===== src/rtl/i2c_arb_pkg.sv =====
// ============================================================================
// Module : i2c_arb_pkg
// Brief  : Shared command/status/state encodings for the I2C command arbiter.
// Rev    : 1.0 - initial release
// ============================================================================
`default_nettype none

package i2c_arb_pkg;

    localparam int c_cmd_w  = 3;
    localparam int c_stat_w = 2;
    localparam int c_st_w   = 2;

    typedef enum logic [c_cmd_w-1:0] {
        CMD_START    = 3'd0,
        CMD_WRITE    = 3'd1,
        CMD_READ_ACK = 3'd2,
        CMD_READ_NAK = 3'd3,
        CMD_STOP     = 3'd4
    } cmd_e;

    typedef enum logic [c_stat_w-1:0] {
        STAT_OK       = 2'd0,
        STAT_NAK      = 2'd1,
        STAT_ARB_LOST = 2'd2,
        STAT_ERR      = 2'd3
    } status_e;

    localparam logic [c_st_w-1:0] c_st_idle     = 2'd0;
    localparam logic [c_st_w-1:0] c_st_grant    = 2'd1;
    localparam logic [c_st_w-1:0] c_st_issue    = 2'd2;
    localparam logic [c_st_w-1:0] c_st_wait_rsp = 2'd3;

    function automatic logic is_legal_cmd(input logic [c_cmd_w-1:0] cmd);
        return (cmd <= CMD_STOP);
    endfunction

    function automatic logic is_read_cmd(input logic [c_cmd_w-1:0] cmd);
        return (cmd == CMD_READ_ACK) || (cmd == CMD_READ_NAK);
    endfunction

endpackage

`default_nettype wire


===== src/rtl/i2c_cmd_arbiter_rr_arbiter.sv =====
// ============================================================================
// Module : rr_arbiter
// Brief  : Combinational round-robin selector; first request at or above the
//          pointer wins, wrapping to the lowest index otherwise.
// Rev    : 1.0 - initial release
// ============================================================================
`default_nettype none

module rr_arbiter #(
    parameter int NUM_REQ = 4,
    parameter int IDX_W   = $clog2(NUM_REQ)
) (
    input  logic [NUM_REQ-1:0] i_req,
    input  logic [IDX_W-1:0]   i_ptr,
    output logic [NUM_REQ-1:0] o_gnt,
    output logic [IDX_W-1:0]   o_idx
);

    logic [NUM_REQ-1:0] w_upper;
    logic [NUM_REQ-1:0] w_pick;
    logic               w_found;

    always_comb begin
        w_upper = '0;
        for (int j = 0; j < NUM_REQ; j++) begin
            w_upper[j] = i_req[j] && (IDX_W'(j) >= i_ptr);
        end
        // Nothing at/above the pointer means the search wraps to index 0.
        w_pick  = (|w_upper) ? w_upper : i_req;
        o_gnt   = '0;
        o_idx   = '0;
        w_found = 1'b0;
        for (int j = 0; j < NUM_REQ; j++) begin
            if (!w_found && w_pick[j]) begin
                w_found  = 1'b1;
                o_gnt[j] = 1'b1;
                o_idx    = IDX_W'(j);
            end
        end
    end

endmodule

`default_nettype wire


===== src/rtl/i2c_cmd_arbiter.sv =====
// ============================================================================
// Module : i2c_cmd_arbiter
// Brief  : Transaction-locked round-robin sharing of one byte-level I2C master
//          among NUM_REQ requesters. Optional owner-idle timeout is enabled by
//          defining I2C_ARB_TIMEOUT_EN (adds port timeout_o).
// Rev    : 1.0 - initial release
// ============================================================================
`default_nettype none

module i2c_cmd_arbiter
    import i2c_arb_pkg::*;
#(
    parameter int NUM_REQ        = 4,
    parameter int DATA_WIDTH     = 8,
    parameter int TIMEOUT_CYCLES = 1024
) (
    input  logic                          clk_i,
    input  logic                          rst_i,
    input  logic [NUM_REQ-1:0]            req_cmd_valid_i,
    input  logic [c_cmd_w*NUM_REQ-1:0]    req_cmd_i,
    input  logic [DATA_WIDTH*NUM_REQ-1:0] req_data_i,
    output logic [NUM_REQ-1:0]            req_cmd_ready_o,
    output logic [NUM_REQ-1:0]            rsp_valid_o,
    output logic [c_stat_w-1:0]           rsp_status_o,
    output logic [DATA_WIDTH-1:0]         rsp_data_o,
    output logic [NUM_REQ-1:0]            grant_o,
    output logic                          mst_cmd_valid_o,
    output logic [c_cmd_w-1:0]            mst_cmd_o,
    output logic [DATA_WIDTH-1:0]         mst_data_o,
`ifdef I2C_ARB_TIMEOUT_EN
    output logic                          timeout_o,
`endif
    input  logic                          mst_cmd_ready_i,
    input  logic                          mst_done_i,
    input  logic [c_stat_w-1:0]           mst_status_i,
    input  logic [DATA_WIDTH-1:0]         mst_rdata_i
);

    localparam int c_idx_w = $clog2(NUM_REQ);

    logic [c_st_w-1:0]      r_state;
    logic [c_idx_w-1:0]     r_ptr;
    logic [c_idx_w-1:0]     r_owner;
    logic [NUM_REQ-1:0]     r_grant;
    logic                   r_mst_cmd_valid;
    logic [c_cmd_w-1:0]     r_mst_cmd;
    logic [DATA_WIDTH-1:0]  r_mst_data;
    logic [NUM_REQ-1:0]     r_rsp_valid;
    logic [c_stat_w-1:0]    r_rsp_status;
    logic [DATA_WIDTH-1:0]  r_rsp_data;

    logic [NUM_REQ-1:0]     w_arb_gnt;
    logic [c_idx_w-1:0]     w_arb_idx;
    logic [c_idx_w-1:0]     w_sel_idx;
    logic [c_cmd_w-1:0]     w_cmd;
    logic [DATA_WIDTH-1:0]  w_data;
    logic [NUM_REQ-1:0]     w_ready;
    logic                   w_accept;

`ifdef I2C_ARB_TIMEOUT_EN
    localparam int c_tmr_w = $clog2(TIMEOUT_CYCLES + 1);
    logic [c_tmr_w-1:0]     r_tmr;
    logic                   r_to_pend;
    logic                   r_timeout;
    assign timeout_o = r_timeout;
`endif

    function automatic logic [c_idx_w-1:0] f_next(input logic [c_idx_w-1:0] idx);
        return (idx == c_idx_w'(NUM_REQ - 1)) ? '0 : idx + 1'b1;
    endfunction

    rr_arbiter #(
        .NUM_REQ (NUM_REQ),
        .IDX_W   (c_idx_w)
    ) u_rr (
        .i_req (req_cmd_valid_i),
        .i_ptr (r_ptr),
        .o_gnt (w_arb_gnt),
        .o_idx (w_arb_idx)
    );

    always_comb begin
        w_sel_idx = (r_state == c_st_idle) ? w_arb_idx : r_owner;
        w_cmd     = '0;
        w_data    = '0;
        for (int r = 0; r < NUM_REQ; r++) begin
            if (w_sel_idx == c_idx_w'(r)) begin
                w_cmd  = req_cmd_i[r*c_cmd_w +: c_cmd_w];
                w_data = req_data_i[r*DATA_WIDTH +: DATA_WIDTH];
            end
        end
        // Ready is gated by reset so nothing is accepted while it is held.
        w_ready = '0;
        if (!rst_i) begin
            if (r_state == c_st_idle) begin
                w_ready = w_arb_gnt;
            end else if (r_state == c_st_grant) begin
                w_ready = r_grant & req_cmd_valid_i;
            end
        end
    end

    assign w_accept = |w_ready;

    always_ff @(posedge clk_i) begin
        if (rst_i) begin
            r_state         <= c_st_idle;
            r_ptr           <= '0;
            r_owner         <= '0;
            r_grant         <= '0;
            r_mst_cmd_valid <= 1'b0;
            r_mst_cmd       <= '0;
            r_mst_data      <= '0;
            r_rsp_valid     <= '0;
            r_rsp_status    <= '0;
            r_rsp_data      <= '0;
`ifdef I2C_ARB_TIMEOUT_EN
            r_tmr           <= '0;
            r_to_pend       <= 1'b0;
            r_timeout       <= 1'b0;
`endif
        end else begin
            r_rsp_valid <= '0;
`ifdef I2C_ARB_TIMEOUT_EN
            r_timeout <= 1'b0;
            if (r_state != c_st_grant || w_accept) begin
                r_tmr <= '0;
            end
`endif
            case (r_state)
                c_st_idle: begin
                    if (w_accept) begin
                        if (w_cmd == CMD_START) begin
                            r_grant         <= w_arb_gnt;
                            r_owner         <= w_arb_idx;
                            r_mst_cmd_valid <= 1'b1;
                            r_mst_cmd       <= w_cmd;
                            r_mst_data      <= w_data;
                            r_state         <= c_st_issue;
                        end else begin
                            r_rsp_valid  <= w_arb_gnt;
                            r_rsp_status <= STAT_ERR;
                            r_rsp_data   <= '0;
                            r_ptr        <= f_next(w_arb_idx);
                        end
                    end
                end

                c_st_grant: begin
                    if (w_accept) begin
                        if (is_legal_cmd(w_cmd) && (w_cmd != CMD_START)) begin
                            r_mst_cmd_valid <= 1'b1;
                            r_mst_cmd       <= w_cmd;
                            r_mst_data      <= w_data;
                            r_state         <= c_st_issue;
                        end else begin
                            // A second START inside a transaction is refused.
                            r_rsp_valid  <= r_grant;
                            r_rsp_status <= STAT_ERR;
                            r_rsp_data   <= '0;
                        end
                    end
`ifdef I2C_ARB_TIMEOUT_EN
                    else if (r_tmr == c_tmr_w'(TIMEOUT_CYCLES - 1)) begin
                        r_mst_cmd_valid <= 1'b1;
                        r_mst_cmd       <= CMD_STOP;
                        r_mst_data      <= '0;
                        r_to_pend       <= 1'b1;
                        r_state         <= c_st_issue;
                    end else begin
                        r_tmr <= r_tmr + 1'b1;
                    end
`endif
                end

                c_st_issue: begin
                    if (mst_cmd_ready_i) begin
                        r_mst_cmd_valid <= 1'b0;
                        r_state         <= c_st_wait_rsp;
                    end
                end

                c_st_wait_rsp: begin
                    if (mst_done_i) begin
                        r_rsp_valid  <= r_grant;
                        r_rsp_status <= mst_status_i;
                        r_rsp_data   <= is_read_cmd(r_mst_cmd) ? mst_rdata_i : '0;
                        if ((r_mst_cmd == CMD_STOP) || (mst_status_i == STAT_ARB_LOST)) begin
                            r_grant <= '0;
                            r_ptr   <= f_next(r_owner);
                            r_state <= c_st_idle;
                        end else begin
                            r_state <= c_st_grant;
                        end
`ifdef I2C_ARB_TIMEOUT_EN
                        // The forced STOP always reports ERR to the idle owner.
                        if (r_to_pend) begin
                            r_rsp_status <= STAT_ERR;
                            r_timeout    <= 1'b1;
                            r_to_pend    <= 1'b0;
                        end
`endif
                    end
                end

                default: r_state <= c_st_idle;
            endcase
        end
    end

    assign req_cmd_ready_o = w_ready;
    assign rsp_valid_o     = r_rsp_valid;
    assign rsp_status_o    = r_rsp_status;
    assign rsp_data_o      = r_rsp_data;
    assign grant_o         = r_grant;
    assign mst_cmd_valid_o = r_mst_cmd_valid;
    assign mst_cmd_o       = r_mst_cmd;
    assign mst_data_o      = r_mst_data;

endmodule

`default_nettype wire


===== config.mk =====
export PLATFORM = sky130hd
export DESIGN_NAME = i2c_cmd_arbiter
export DESIGN_NICKNAME = d
export VERILOG_FILES = /design/src/rtl/i2c_arb_pkg.sv /design/src/rtl/i2c_cmd_arbiter_rr_arbiter.sv /design/src/rtl/i2c_cmd_arbiter.sv
export SDC_FILE = /design/constraint.sdc
export NUM_CORES = 1
export LEC_CHECK = 0
export CAP_MARGIN = 20
export CORE_UTILIZATION = 46
export DETAILED_ROUTE_END_ITERATION = 10
export GPL_TIMING_DRIVEN = 0
export PLACE_DENSITY = 0.86
export SYNTH_ARGS = -nofsm -noshare
export SYNTH_HDL_FRONTEND = slang
export SYNTH_SLANG_ARGS = --single-unit
export TNS_END_PERCENT = 30

===== constraint.sdc =====
create_clock -name clk_i -period 5.9 [get_ports clk_i]
set_clock_uncertainty 0.1 [all_clocks]
set_input_delay 0.885 -clock clk_i [delete_from_list [all_inputs] [get_ports clk_i]]
set_output_delay 0.885 -clock clk_i [all_outputs]
set_load 0.05 [all_outputs]

==> reports/qor.yml <==
clock_tree:
  cts_tree: "done"
  numCtsBuffers: 5
  cts_buffer_depth: 2
  clkTransAtPathRegs_ps: 80
  h-tree-depth: 2
  holdBufCountCts: 0
  ctsResizeCount: 0
  worst_skew_pair.late_latency_ps: 300
  cts_sinks: 36
  postCtsSetupBuffers: 0
  root_buffer: "clkbuf_8"
pwr:
  power_frac_seq_pct: 27.3
  clockPowerShare_pct: 15.1
  powerDensity_mw_per_mm2: 342
  leakage_nw: 1.27
  switching_share_pct: 41.9
  net-switching-power_w: 0.000484
  p_int_w: 0.000673
  power_frac_comb_pct: 57.5
  vdd_ir_drop_max_mv: 0.170
final_layout:
  layout_common_cells: "clkdlybuf4s50_1, dfxtp_1, nand2_1, nor2_1, nor2b_1"
  area_delta_synth_final_pct: 48.2
  fin_cells: 416
  diodes: 0
  num-nets-final: 412
  final_common_cell: "clkdlybuf4s50_1"
  layout-drive-gt1-share_pct: 15.8
route:
  drc: 0
  topRoutingLayerUsed: "met4"
  wl_met2_mm: 3.33
  wl_per_cell_um: 15.0
  viasPerCell: 5.44
  wl_mm: 6.25
  met1_length_mm: 2.49
  drtAntennaViolNets: 0
  vias: 2264
  met3_length_um: 382
  dr.pass1.iters: 4
  drtIter0Drc: 161
job:
  max-cap-violations: 0
yosys:
  synth_edf_count: 0
  synth_ff_type: "dfxtp_1"
  synth_top_area_share_pct: 31.5
  async_flop_share_pct: 0
  synthTopCellsByArea: "dfxtp_1, mux4_2, mux2_4, nand2_1, nor2b_1"
  ys_ff_latch: 36
  netlist_instances: 248
  yosysUniqueCellTypes: 55
  yosysWarnings: 0
  synth.avg_cell_area_um2: 9.21
  synth_fp_nets: 312
  synth_seq_area_share_pct: 31.5
  yosysTopAreaCell: "dfxtp_1"
  synthesis.area_mm2: 0.00228
worst_setup_path:
  cp-start-kind: "input pin"
  crit_path_end_kind: "flop"
  critPathMaxFanout: 10
  worstPathArrival_ps: 4480
  path_class: "in -> reg"
  crit_required_ps: 5990
global_routing:
  grt_overflow: 0
  grt_pass1_vias: 2131
  grt_max_degree: 13
  grt_pass1_wl_mm: 9.94
  antenna_found_initial: 0
  grt_usage_pct: 25.0
floorplan:
  fp.dieArea_mm2: 0.00525
  pin_count: 96
  die_x_um: 72.5
  coreArea_mm2: 0.00475
  start_util_pct: 48.1
  die_y_um: 72.5
  num_rows: 25
status:
  status: "finished clean"
sta:
  hold_ws_ps: 355
  finalSetupViolCount: 0
  fmax_ghz: 0.228
  tns_ps: 0
  slew-limit-headroom_pct: 32.4
  hold_viol_final: 0
  slew_viol_final: 0
  tightest_slew_ps: 1010
  layout_min_cycle_time_ps: 4390
  timing.final.crit_share_pct: 74.4
  rsz0062_at_grt: "false"
placement:
  dp_hpwl_mm: 4.83
  dp_cells: 408
  gp_congestion: 0.886
  port_buffers: 93
worst_hold_path:
  hold_path.class: "reg -> reg"
-- final cells by class --
cell class | count | area [um^2]
multi-input cells | 188 | 1420
fillers | 382 | 1370
repair buffers | 93 | 931
flip-flops and latches | 36 | 721
plain buffers | 17 | 116
well taps | 67 | 83.8
clock buffers | 5 | 68.8
inverters | 7 | 26.3
clock inverters | 3 | 18.8
-- stage by stage --
step / instance area (um^2) / utilization (%) / setup slack, ps / power, W
after detailed placement: 3300 / 69.4 / 1210 / 0.000985
after CTS: 3390 / 71.2 / 1530 / 0.00116
after floorplan: 2280 / - / 2010 / 0.000798
after global placement: 3300 / 69.4 / 1290 / 0.000972
final: 3390 / 71.2 / 1510 / 0.00116
after global routing: 3390 / 71.2 / 1300 / 0.00122
-- per-layer routing --
layer,up-vias,GRT usage [%]
met5,-,0
li1,1096,-
met4,0,6.97
met2,97,44.5
met3,5,7.50
met1,1066,28.9
-- final timing paths --
check / to / slack, ps / from / depth (start not counted)
setup / recovery: mst_data_o[2] / 1510 / req_cmd_valid_i[1] / 15
hold / removal: rsp_data_o[7] / 360 / rsp_data_o[7] / 2
setup reg to reg: mst_data_o[2] / 2030 / r_ptr[0] / 13
hold reg to reg: rsp_data_o[7] / 360 / rsp_data_o[7] / 2
-- state kept, by name (all words and copies together) (netlist names) --
name             flops
mst_cmd_valid_o      1
r_state              2
mst_cmd_o            3
rsp_valid_o          4
grant_o              4
r_owner              2
rsp_status_o         2
mst_data_o           8
rsp_data_o           8
r_ptr                2
-- kinds of logic after synthesis --
logic type | count (synthesis) | synth area share, %
AO/OA/AOI/OAI | 52 | 16.5
adder cells (fa/ha/maj) | 2 | 1.10
flip-flops | 36 | 31.5
buffers and inverters | 24 | 6.24
multiplexers | 31 | 22.0
AND/OR/NAND/NOR | 103 | 22.6
-- cells in the mapped netlist (2+ instances only) --
library cell,count
mux2_2,4
nor2_1,24
buf_4,2
nand3_1,8
nor4_2,2
o22ai_1,3
nand2b_1,2
mux4_2,10
buf_6,3
and3_1,2
nor3_1,5
o31ai_1,2
inv_1,6
buf_1,2
or2_2,4
ha_1,2
nor2b_1,16
dfxtp_1,36
a31oi_1,2
or3_1,2
clkbuf_1,4
o21a_1,2
mux2i_1,7
o32ai_1,3
nand2_1,31
o21ai_0,11
a21oi_1,11
mux2_4,9
o21ai_1,3
buf_2,5
-- critical path, stage by stage --
cell and delay (ps):
clkdlybuf4s50_1 470, buf_2 220, nor2b_1 70, nor3_1 140
o22ai_1 140, o21ai_0 320, buf_4 300, mux4_2 540
nor2_1 120, ha_1 340, mux2i_1 150, nor2_1 180
o21ai_4 130, buf_12 170, mux2_4 300
-- power by group through the flow --
stage                     Sequential, W  Combinational [W]  Clock, W
after floorplan                0.000424           0.000374         0
after global placement         0.000319           0.000653         0
after detailed placement       0.000320           0.000665         0
after CTS                      0.000316           0.000667  0.000180
after global routing           0.000320           0.000711  0.000191
final                          0.000316           0.000666  0.000175
Note: power is estimated with default switching activity, not from simulation.
